### config.mk
export PLATFORM = sky130hd
export DESIGN_NAME = camera_controller
export DESIGN_NICKNAME = d
export VERILOG_FILES = /design/src/rtl/camera_controller_pkg.sv /design/src/rtl/camera_sat_add.sv /design/src/rtl/camera_controller.sv
export SDC_FILE = /design/constraint.sdc
export NUM_CORES = 1
export LEC_CHECK = 0
export BUFFER_PORTS_ARGS = -buffer_cell sky130_fd_sc_hd__buf_2
export CAP_MARGIN = 20
export CELL_PAD_IN_SITES_DETAIL_PLACEMENT = 1
export CELL_PAD_IN_SITES_GLOBAL_PLACEMENT = 2
export CORE_MARGIN = 3
export CORE_UTILIZATION = 36
export CTS_CLUSTER_DIAMETER = 60
export DETAILED_ROUTE_END_ITERATION = 10
export MAX_ROUTING_LAYER = met4
export PLACE_DENSITY_LB_ADDON = 0.1
export SLEW_MARGIN = 20
export SYNTH_ARGS = -nofsm -noshare
export SYNTH_HDL_FRONTEND = slang
export SYNTH_HIERARCHICAL = 1
export SYNTH_SLANG_ARGS = --single-unit
### constraint.sdc
create_clock -name clk_in -period 5.8 [get_ports clk_in]
set_input_delay 1.16 -clock clk_in [delete_from_list [all_inputs] [get_ports clk_in]]
set_output_delay 1.16 -clock clk_in [all_outputs]
set_load 0.03 [all_outputs]
### src/rtl/camera_controller_pkg.sv
// Shared defaults and types for the camera pose controller.
package camera_controller_pkg;

  localparam int COORD_WIDTH_DEF = 16;
  localparam int MOVE_SHIFT_DEF  = 4;
  localparam int TURN_STEP_DEF   = 'h0200;
  localparam int VERT_STEP_DEF   = 'h0040;
  localparam int PITCH_LIMIT_DEF = 'h3000;
  localparam int TIMEOUT_DEF     = 1024;

  typedef enum logic [1:0] {
    IDLE   = 2'd0,
    UPDATE = 2'd1,
    START  = 2'd2,
    WAIT   = 2'd3
  } state_t;

  typedef struct packed {
    logic fwd;
    logic back;
    logic left;
    logic right;
    logic up;
    logic down;
    logic rise;
    logic fall;
  } btn_t;

endpackage

### src/rtl/camera_sat_add.sv
// One-bit-wider add/subtract whose result is clamped to [lo, hi].
module camera_sat_add #(
  parameter int WIDTH = 16
) (
  input  logic signed [WIDTH-1:0] a,
  input  logic signed [WIDTH-1:0] b,
  input  logic                    sub,
  input  logic signed [WIDTH-1:0] lo,
  input  logic signed [WIDTH-1:0] hi,
  output logic signed [WIDTH-1:0] sum
);

  logic signed [WIDTH:0] a_ext;
  logic signed [WIDTH:0] b_ext;
  logic signed [WIDTH:0] lo_ext;
  logic signed [WIDTH:0] hi_ext;
  logic signed [WIDTH:0] wide;

  always_comb begin
    a_ext  = a;
    b_ext  = b;
    lo_ext = lo;
    hi_ext = hi;
    wide   = sub ? (a_ext - b_ext) : (a_ext + b_ext);
    if (wide > hi_ext) begin
      sum = hi;
    end else if (wide < lo_ext) begin
      sum = lo;
    end else begin
      sum = wide[WIDTH-1:0];
    end
  end

endmodule

### src/rtl/camera_controller.sv
// Camera pose controller: per-frame button integration and view-matrix handshake.
// Optional CAMERA_OVERRUN_CNT_EN adds overrun_count for frame ticks dropped while busy.
//
// state  | meaning
// IDLE   | waiting for frame_tick; buttons and forward_vec latched on accept
// UPDATE | pose registers take their new values at the end of this cycle
// START  | calc_start high for this one cycle
// WAIT   | waiting for calc_done, bounded by a TIMEOUT down-counter
module camera_controller
  import camera_controller_pkg::*;
#(
  parameter int                            COORD_WIDTH = COORD_WIDTH_DEF,
  parameter int                            MOVE_SHIFT  = MOVE_SHIFT_DEF,
  parameter logic signed [COORD_WIDTH-1:0] TURN_STEP   = COORD_WIDTH'(TURN_STEP_DEF),
  parameter logic signed [COORD_WIDTH-1:0] VERT_STEP   = COORD_WIDTH'(VERT_STEP_DEF),
  parameter logic signed [COORD_WIDTH-1:0] PITCH_LIMIT = COORD_WIDTH'(PITCH_LIMIT_DEF),
  parameter int                            TIMEOUT     = TIMEOUT_DEF
) (
  input  logic                                clk_in,
  input  logic                                rst_in,
  input  logic                                frame_tick,
  input  logic                                btn_fwd,
  input  logic                                btn_back,
  input  logic                                btn_left,
  input  logic                                btn_right,
  input  logic                                btn_up,
  input  logic                                btn_down,
  input  logic                                btn_rise,
  input  logic                                btn_fall,
  input  logic signed [2:0][COORD_WIDTH-1:0]  forward_vec,
  input  logic                                calc_done,
  output logic signed [COORD_WIDTH-1:0]       x_out,
  output logic signed [COORD_WIDTH-1:0]       y_out,
  output logic signed [COORD_WIDTH-1:0]       z_out,
  output logic signed [COORD_WIDTH-1:0]       rot_angle,
  output logic signed [COORD_WIDTH-1:0]       side_angle,
  output logic                                calc_start,
  output logic                                busy,
  output logic                                pose_valid,
  output logic                                timeout_err
`ifdef CAMERA_OVERRUN_CNT_EN
  ,
  output logic [7:0]                          overrun_count
`endif
);

  localparam int CNT_W = $clog2(TIMEOUT + 1);
  localparam logic signed [COORD_WIDTH-1:0] POS_MAX   = {1'b0, {(COORD_WIDTH-1){1'b1}}};
  localparam logic signed [COORD_WIDTH-1:0] POS_MIN   = {1'b1, {(COORD_WIDTH-1){1'b0}}};
  localparam logic signed [COORD_WIDTH-1:0] PITCH_MIN = -PITCH_LIMIT;
  localparam logic [CNT_W-1:0]              WAIT_LOAD = CNT_W'(TIMEOUT - 1);

  state_t                         state;
  btn_t                           btn_q;
  logic signed [COORD_WIDTH-1:0]  fx_q;
  logic signed [COORD_WIDTH-1:0]  fz_q;
  logic [CNT_W-1:0]               wait_cnt;

  logic signed [COORD_WIDTH-1:0]  step_x;
  logic signed [COORD_WIDTH-1:0]  step_z;
  logic signed [COORD_WIDTH-1:0]  move_x;
  logic signed [COORD_WIDTH-1:0]  move_z;
  logic signed [COORD_WIDTH-1:0]  vert_d;
  logic signed [COORD_WIDTH-1:0]  pitch_d;
  logic signed [COORD_WIDTH-1:0]  yaw_d;
  logic signed [COORD_WIDTH-1:0]  x_next;
  logic signed [COORD_WIDTH-1:0]  y_next;
  logic signed [COORD_WIDTH-1:0]  z_next;
  logic signed [COORD_WIDTH-1:0]  rot_next;
  logic signed [COORD_WIDTH-1:0]  side_next;

  // The y component of the heading is not used for ground-plane motion.
  logic unused_fy;
  assign unused_fy = ^forward_vec[1];

  // Opposing buttons cancel: the delta is zeroed and the sub flag then has no effect.
  assign step_x    = fx_q >>> MOVE_SHIFT;
  assign step_z    = fz_q >>> MOVE_SHIFT;
  assign move_x    = (btn_q.fwd ^ btn_q.back) ? step_x : '0;
  assign move_z    = (btn_q.fwd ^ btn_q.back) ? step_z : '0;
  assign vert_d    = (btn_q.rise ^ btn_q.fall) ? VERT_STEP : '0;
  assign pitch_d   = (btn_q.up ^ btn_q.down) ? TURN_STEP : '0;
  assign yaw_d     = (btn_q.left ^ btn_q.right) ? (btn_q.right ? TURN_STEP : -TURN_STEP) : '0;
  assign side_next = side_angle + yaw_d;

  camera_sat_add #(.WIDTH(COORD_WIDTH)) u_sat_x (
    .a(x_out), .b(move_x), .sub(btn_q.back), .lo(POS_MIN), .hi(POS_MAX), .sum(x_next)
  );
  camera_sat_add #(.WIDTH(COORD_WIDTH)) u_sat_y (
    .a(y_out), .b(vert_d), .sub(btn_q.fall), .lo(POS_MIN), .hi(POS_MAX), .sum(y_next)
  );
  camera_sat_add #(.WIDTH(COORD_WIDTH)) u_sat_z (
    .a(z_out), .b(move_z), .sub(btn_q.back), .lo(POS_MIN), .hi(POS_MAX), .sum(z_next)
  );
  camera_sat_add #(.WIDTH(COORD_WIDTH)) u_sat_pitch (
    .a(rot_angle), .b(pitch_d), .sub(btn_q.down), .lo(PITCH_MIN), .hi(PITCH_LIMIT), .sum(rot_next)
  );

  always_ff @(posedge clk_in) begin
    if (rst_in) begin
      state       <= IDLE;
      btn_q       <= '0;
      fx_q        <= '0;
      fz_q        <= '0;
      wait_cnt    <= '0;
      x_out       <= '0;
      y_out       <= '0;
      z_out       <= '0;
      rot_angle   <= '0;
      side_angle  <= '0;
      calc_start  <= 1'b0;
      busy        <= 1'b0;
      pose_valid  <= 1'b0;
      timeout_err <= 1'b0;
    end else begin
      calc_start  <= 1'b0;
      timeout_err <= 1'b0;
      case (state)
        IDLE: begin
          if (frame_tick) begin
            btn_q <= '{fwd: btn_fwd, back: btn_back, left: btn_left, right: btn_right,
                       up: btn_up, down: btn_down, rise: btn_rise, fall: btn_fall};
            fx_q  <= forward_vec[0];
            fz_q  <= forward_vec[2];
            state <= UPDATE;
            busy  <= 1'b1;
          end
        end
        UPDATE: begin
          x_out      <= x_next;
          y_out      <= y_next;
          z_out      <= z_next;
          rot_angle  <= rot_next;
          side_angle <= side_next;
          calc_start <= 1'b1;
          state      <= START;
        end
        START: begin
          wait_cnt <= WAIT_LOAD;
          state    <= WAIT;
        end
        WAIT: begin
          // A completion in the final counted cycle still wins over the timeout.
          if (calc_done) begin
            pose_valid <= 1'b1;
            wait_cnt   <= '0;
            state      <= IDLE;
            busy       <= 1'b0;
          end else if (wait_cnt == '0) begin
            timeout_err <= 1'b1;
            state       <= IDLE;
            busy        <= 1'b0;
          end else begin
            wait_cnt <= wait_cnt - 1'b1;
          end
        end
        default: begin
          state <= IDLE;
          busy  <= 1'b0;
        end
      endcase
    end
  end

`ifdef CAMERA_OVERRUN_CNT_EN
  always_ff @(posedge clk_in) begin
    if (rst_in) begin
      overrun_count <= '0;
    end else if (frame_tick && (state != IDLE) && (overrun_count != 8'hFF)) begin
      overrun_count <= overrun_count + 8'd1;
    end
  end
`endif

endmodule

* Word level (Yosys, flattened, before mapping)
Index checks and enable logic that the tools add are counted.
W data, S select, Z words.
** Operators by class
- $add $sub $neg :: 10
- Order comparisons :: 8
- Eq/ne operators :: 6
- Muxes and demuxes :: 31
- Bitwise gates (word level) :: 5
- Reduce and logical (&&, ||, !) cells :: 10
** Operator list (count)
- $mux W16 :: 12
- $mux W17 :: 4
- $gt A17 B16 Y1 const B :: 3
- $lt A17 B16 Y1 const B :: 3
- $add A16 B16 Y17 :: 2
- $sub A16 B16 Y17 :: 2
- $mux W11 :: 2
- $pmux W11 S2 :: 1
- $add A16 B11 Y17 :: 1
- $add A16 B8 Y17 :: 1
- $gt A17 B15 Y1 const B :: 1
- $lt A17 B15 Y1 const B :: 1
- $sub A16 B11 Y17 :: 1
- $sub A16 B8 Y17 :: 1
- $add A16 B16 Y16 :: 1
- $logic_not A11 Y1 :: 1
- $sub A11 B1 Y11 const B :: 1
- $mux W10 :: 1
- $pmux W2 S4 :: 1
- $reduce_and A2 Y1 :: 4
- $mux W7 :: 1
- $mux W2 :: 3
- $ne A3 B3 Y1 const B :: 2
- $mux W1 :: 5
- 10 further kinds :: 15
** Storage, ports and cells
- Register bits :: 137
- Input bits :: 60
- Output and inout bits :: 84
- Word-level logic and storage cells :: 91

* Longest topological paths before layout
- Depth after elaboration :: 7
- Mapped depth :: 28
- Gate-level depth less buffers :: 24

* Hierarchy
The synthesis kept the hierarchy.
** Modules (own cells, without submodules)
- camera_sat_add at u_sat_x ... :: times used 2, cells an instance 383, area each 2551.2 µm², sequential area each 0.0 µm²
- camera_controller :: times used 1, cells an instance 562, area each 5083.6 µm², sequential area each 2402.3 µm²
- camera_sat_add at u_sat_pitch :: times used 1, cells an instance 380, area each 2566.2 µm², sequential area each 0.0 µm²
- camera_sat_add at u_sat_z :: times used 1, cells an instance 368, area each 2512.4 µm², sequential area each 0.0 µm²

* Worst setup path after synthesis
OpenSTA, ideal clock, no wires.
- Path type :: register to register
- Start point :: register btn_q[6] (netlist name)
- End point :: register z_out[11]
- Library setup time :: 0.128 ns
- Arrival :: 5.187 ns
- Path slack :: 0.485 ns
- Stages on the path, launching flop included :: 26
- Buffers on the path :: 3
- Cells stage by stage :: dfxtp_1 xor2_1 clkbuf_1 and2_1 inv_1 ha_1 or4b_4 nor3b_4 a21oi_1 xnor2_1 ha_1 clkbuf_1 a21oi_1 nand2_1 or4_1 and4b_4 ha_1 and3_1 a2111o_1 o211a_1 o32ai_2 buf_4 o21ai_0 o22a_1 mux2i_1 nor2_1
** On the way
- Word-level cells in the longest chain between the ends :: 7
- Elaborated cells on any way between the ends :: 9
- Classes of those cells :: add/sub: 2; order compare: 2; mux: 4; bitwise: 1
** Ends and longest elaborated chain
- from (decl) :: RTL line camera_controller.sv:54 : btn_t btn_q;
- from (signal assigned) :: RTL line camera_controller.sv:121 : btn_q <= '{fwd: btn_fwd, back: btn_back, left: btn_left, right: btn_right,
- $xor A1 B1 Y1 * :: RTL line camera_controller.sv:80 : assign move_z = (btn_q.fwd ^ btn_q.back) ? step_z : '0;
- $mux W16 * :: RTL line camera_controller.sv:80
- named net move_z[0] :: RTL line camera_controller.sv:62 : logic signed [COORD_WIDTH-1:0] move_z;
- $add A16 B16 Y17 / $sub A16 B16 Y17 (equally long branches) :: RTL line camera_sat_add.sv:24 : wide = sub ? (a_ext - b_ext) : (a_ext + b_ext);
- $mux W17 * :: RTL line camera_sat_add.sv:24
- $lt A17 B16 Y1 :: RTL line camera_sat_add.sv:27 : end else if (wide < lo_ext) begin
- $mux W16 :: RTL line camera_sat_add.sv:27
- $mux W16 * :: RTL line camera_sat_add.sv:25 : if (wide > hi_ext) begin
- named net z_next[11] :: RTL line camera_controller.sv:68 : logic signed [COORD_WIDTH-1:0] z_next;
- to (signal assigned) :: RTL line camera_controller.sv:132 : z_out <= z_next;
- to (decl) :: RTL line camera_controller.sv:34 : output logic signed [COORD_WIDTH-1:0] z_out,
Mark *: on every way through the listed nets, which the timed path passes. The rest lies on a longest branch.
A chain may end at the register's enable or synchronous reset.

* Worst setup path in the final report
- Start point :: register btn_q[7] (netlist name)
- End point :: register z_out[13]
Same word-level chain as after synthesis.

==> results_tabular.tex <==
\begin{tabular}{lr}
\hline
Metric & Value \\
\hline
\multicolumn{2}{l}{\textbf{Floorplan}} \\
\quad Floorplan row count & 74 \\
\quad Die H & 212 microns \\
\quad Width of the die & 212 microns \\
\quad CORE AREA & 41400 sq um \\
\quad Initial core utilization & 0.369 \\
\quad I/O pin total & 144 \\
\quad Die area & 44900 sq um \\
\multicolumn{2}{l}{\textbf{Timing}} \\
\quad Count of final setup violators & 0 \\
\quad Final Critical Period & 5.50 ns \\
\quad Top achievable clock speed & 182 MHz \\
\quad Worst-case clock skew & 0.0121 ns \\
\quad Post-route fraction of the period consumed by the critical path & 0.949 \\
\quad Hold violation total from the final report & 0 \\
\quad Worst setup margin & 0.297 ns \\
\quad Transition at the pin with the smallest max-transition slack & 0.997 ns \\
\quad RSZ-0062 raised after global routing & true \\
\quad Pins over their slew limit & 0 \\
\quad Worst slew margin relative to its limit & 0.335 \\
\multicolumn{2}{l}{\textbf{Clocking}} \\
\quad Clock tree sinks & 120 \\
\quad Root buffer cell & sky130\_fd\_sc\_hd\_\_clkbuf\_16 \\
\quad Clock tree from TritonCTS & done \\
\quad Clock latency at the later pin of the worst-skew pair & 0.44 ns \\
\quad Number of buffers on the longest clock path & 2 \\
\quad Clock buffers created by TritonCTS & 17 \\
\quad Clock-pin slew on the worst setup and hold paths & 0.06 ns \\
\quad Number of H-tree branching levels & 4 \\
\multicolumn{2}{l}{\textbf{Finish}} \\
\quad Nets@finish & 2794 \\
\quad Fraction of final layout cells with drive strength greater than 1 & 0.112 \\
\quad Total area of multi-input combinational cells & 13200 sq um \\
\quad Filler cell count & 5425 \\
\quad Register cell area after layout & 2400 sq um \\
\quad Signed area change from the synthesized netlist to the final layout & 22.5\% \\
\multicolumn{2}{l}{\textbf{Logic synthesis}} \\
\quad Post-synth top flop & sky130\_fd\_sc\_hd\_\_dfxtp\_1 \\
\quad Post-synth design cell area & 15300 sq um \\
\quad Most frequent cell after synthesis & sky130\_fd\_sc\_hd\_\_nor2\_1 \\
\quad Yosys cell types & 89 \\
\quad Synthesized area per cell & 7.35 sq um \\
\quad Post-synth top area share & 0.171 \\
\quad Area leader, netlist & sky130\_fd\_sc\_hd\_\_ha\_1 \\
\quad Synth top area cells & sky130\_fd\_sc\_hd\_\_ha\_1 17\%, sky130\_fd\_sc\_hd\_\_dfxtp\_1 16\%, sky130\_fd\_sc\_hd\_\_nor2\_1 6.0\%, sky130\_fd\_sc\_hd\_\_mux2i\_1 5.3\%, sky130\_fd\_sc\_hd\_\_a21oi\_1 4.9\% \\
\quad Fraction of registers with async set/reset & 0 \\
\quad Count of mapped cells out of synthesis & 2076 \\
\quad Count of flip-flops with a built-in enable after synthesis & 0 \\
\quad Total of flip-flops plus latches after synthesis & 120 \\
\quad Syn. warnings & 6 \\
\quad Most frequent cells after synthesis & 244 x sky130\_fd\_sc\_hd\_\_nor2\_1, 209 x sky130\_fd\_sc\_hd\_\_ha\_1, 182 x sky130\_fd\_sc\_hd\_\_inv\_1 \\
\quad Seq/Total Area, Yosys & 0.157 \\
\multicolumn{2}{l}{\textbf{Critical path}} \\
\quad R2R Path Start & btn\_q[7] \\
\quad Most frequent cell on the critical path & sky130\_fd\_sc\_hd\_\_ha\_1 \\
\quad Slowest cell delay on critical path & 0.52 ns \\
\quad Arrival time at the worst endpoint & 5.80 ns \\
\quad WP depth & 24 \\
\quad Capturing element type of the critical path & register \\
\quad Max FO, Critical Path & 9 \\
\quad Worst Path Class, Setup & reg -> reg \\
\quad Family of cells with the greatest summed delay on the critical path & compound AO/OA/AOI/OAI gates \\
\quad Cell at the slowest stage of the critical path & sky130\_fd\_sc\_hd\_\_or4b\_4 \\
\quad Register-to-Register Path Depth & 24 \\
\quad Startpoint type of the worst setup path & register \\
\quad Critical-path cell list & xor2\_2, and2\_1, inv\_1, ha\_1, or4b\_4, nor3b\_4, a21oi\_1, xnor2\_1, ha\_1, and4\_1, and2\_2, a22o\_1, a211o\_1, a21oi\_2, xnor2\_2, ha\_1, a2111o\_1, o211a\_1, o32ai\_4, buf\_6, nand2\_1, o221a\_1, mux2i\_1, nor2\_1 \\
\quad Capture point of the worst reg-to-reg path & z\_out[13] \\
\quad Setup slack of the most critical reg-to-reg path & 0.30 ns \\
\quad Sum of buffers and inverters on the critical path & 2 \\
\quad Crit path required time & 6.09 ns \\
\multicolumn{2}{l}{\textbf{Global route}} \\
\quad Leftover overflow at the end of global routing & 0 \\
\quad First-pass GRT wire length & 78600 microns \\
\quad Initial antenna violation count & 2 \\
\quad Via count of the first global-routing pass & 15700 \\
\quad Total Routing Usage GR & 0.220 \\
\quad Pin count of the biggest net entering global routing & 77 \\
\multicolumn{2}{l}{\textbf{Drt}} \\
\quad DRT iter0 DRCs & 516 \\
\quad Final routed DRC violation total & 0 \\
\quad Routed Antenna Nets & 0 \\
\quad Vias after detailed routing & 15600 \\
\quad Mean number of vias per cell & 5.09 \\
\quad WL final & 47900 microns \\
\quad Per-cell routed wire length & 15.6 microns \\
\quad First-pass iteration count of the detailed router & 5 \\
\multicolumn{2}{l}{\textbf{Worst hold path}} \\
\quad Worst Hold Launch & fz\_q[11] \\
\quad Hold WC Path Type & reg -> reg \\
\quad Hold depth & 2 \\
\quad Sink of the worst hold path & fz\_q[11] \\
\multicolumn{2}{l}{\textbf{Placement}} \\
\quad Placer congestion estimate & 0.859 \\
\quad Number of port buffers & 110 \\
\quad Post-place setup slack & -0.0278 ns \\
\quad Detailed placement HPWL & 38000 microns \\
\multicolumn{2}{l}{\textbf{Flow run}} \\
\quad Maximum Capacitance Violations & 0 \\
\multicolumn{2}{l}{\textbf{Run status}} \\
\quad Result of the run & finished clean \\
\hline
\end{tabular}
[final cells by class]
class,count,area share
clock inverters,14,0.0118
clock buffers,18,0.0235
inverters,182,0.0365
flip-flops and latches,120,0.128
multi-input cells,2025,0.705
repair buffers,175,0.0589
diodes,2,0.000268
well taps,532,0.0356
[metrics by stage]
step / util / setup TNS, ns / cell area (sq um) / std cells / hold WS [ns]
after global routing: 0.452 / -0.256 / 18700 / 3068 / 0.471
after detailed placement: 0.429 / -0.0403 / 17800 / 3022 / 0.445
after floorplan: - / 0 / 16600 / 2434 / 0.432
after CTS: 0.445 / 0 / 18400 / 3054 / 0.454
final: 0.452 / 0 / 18700 / 3068 / 0.451
after global placement: 0.429 / 0 / 17800 / 3022 / 0.437
[worst max-delay path by stage]
stage             start         to  slack, ns
2_1_floorplan  btn_q[6]  z_out[11]       0.49
3_3_place_gp   btn_q[6]   x_out[8]       0.16
3_5_place_dp   btn_q[6]   x_out[8]      -0.03
4_1_cts        btn_q[6]   z_out[8]       0.03
5_1_grt        btn_q[7]   z_out[8]      -0.05
6_report       btn_q[7]  z_out[13]       0.30
[tightest hold or removal path, cell delays in order (launching register included)]
cell	delay (ns)
sky130_fd_sc_hd__dfxtp_1	0.30
sky130_fd_sc_hd__nand2_1	0.05
sky130_fd_sc_hd__a21oi_1	0.05
[registers in the layout, indices dropped and copies added (netlist names)]
| signal | cells |
|---|---|
| rot_angle | 16 |
| x_out | 16 |
| y_out | 16 |
| z_out | 16 |
| fx_q | 12 |
| fz_q | 12 |
| wait_cnt | 11 |
| btn_q | 8 |
| side_angle | 7 |
| state | 2 |
| busy | 1 |
| calc_start | 1 |
| pose_valid | 1 |
| timeout_err | 1 |
[what timing repair did]
action / 4_1_cts / 5_1_grt
pin swaps: 2 / 12
hold buffers: 0 / 0
resized for setup: 2 / 38
setup buffers: 0 / 12
endpoints found under the setup margin: 13 / 32
[cells by family (layout without fill, tap and decap cells)]
logic type	Yosys count	after routing	synth area share
AO/OA/AOI/OAI	552	552	0.240
XOR/XNOR	99	99	0.0568
adder cells (fa/ha/maj)	213	213	0.177
buffers and inverters	289	389	0.0793
flip-flops	120	120	0.157
multiplexers	88	88	0.0583
other	2	362	0.000492
AND/OR/NAND/NOR	713	713	0.231
[layout by cell type, fill, tap and decap left out, types with 15 or more instances in the layout]
cell type                   count
sky130_fd_sc_hd__a311oi_1      15
sky130_fd_sc_hd__nor2b_1       20
sky130_fd_sc_hd__o211ai_1      18
sky130_fd_sc_hd__xor2_1        19
sky130_fd_sc_hd__nor3_1        44
sky130_fd_sc_hd__a211o_1       15
sky130_fd_sc_hd__nand2_1      149
sky130_fd_sc_hd__ha_1         205
sky130_fd_sc_hd__inv_1        182
sky130_fd_sc_hd__nand4_1       33
sky130_fd_sc_hd__clkbuf_16     17
sky130_fd_sc_hd__o21ai_0      114
sky130_fd_sc_hd__a21oi_1      143
sky130_fd_sc_hd__a21o_1        38
sky130_fd_sc_hd__nand2b_1      25
sky130_fd_sc_hd__xnor2_1       78
sky130_fd_sc_hd__buf_4         59
sky130_fd_sc_hd__a211oi_1      25
sky130_fd_sc_hd__o21a_1        27
sky130_fd_sc_hd__a31oi_1       71
sky130_fd_sc_hd__buf_2        109
sky130_fd_sc_hd__nor2_1       242
sky130_fd_sc_hd__dfxtp_1      120
sky130_fd_sc_hd__and2_1        36
sky130_fd_sc_hd__mux2i_1       81
sky130_fd_sc_hd__conb_1       360
sky130_fd_sc_hd__nand3_1       61
sky130_fd_sc_hd__nor4_1        19
[layer usage]
metal  vias to the layer above  GRT usage  wire [microns]
li1                       7969          -               -
met1                      7444      0.270           22400
met2                       149      0.385           23900
met3                        42     0.0246             920
met4                         0     0.0520             797
met5                         -          -               0
Power is left out: the tool's default activity adds up to more than one toggle a clock period on the data nets, which glitch-free logic cannot reach.
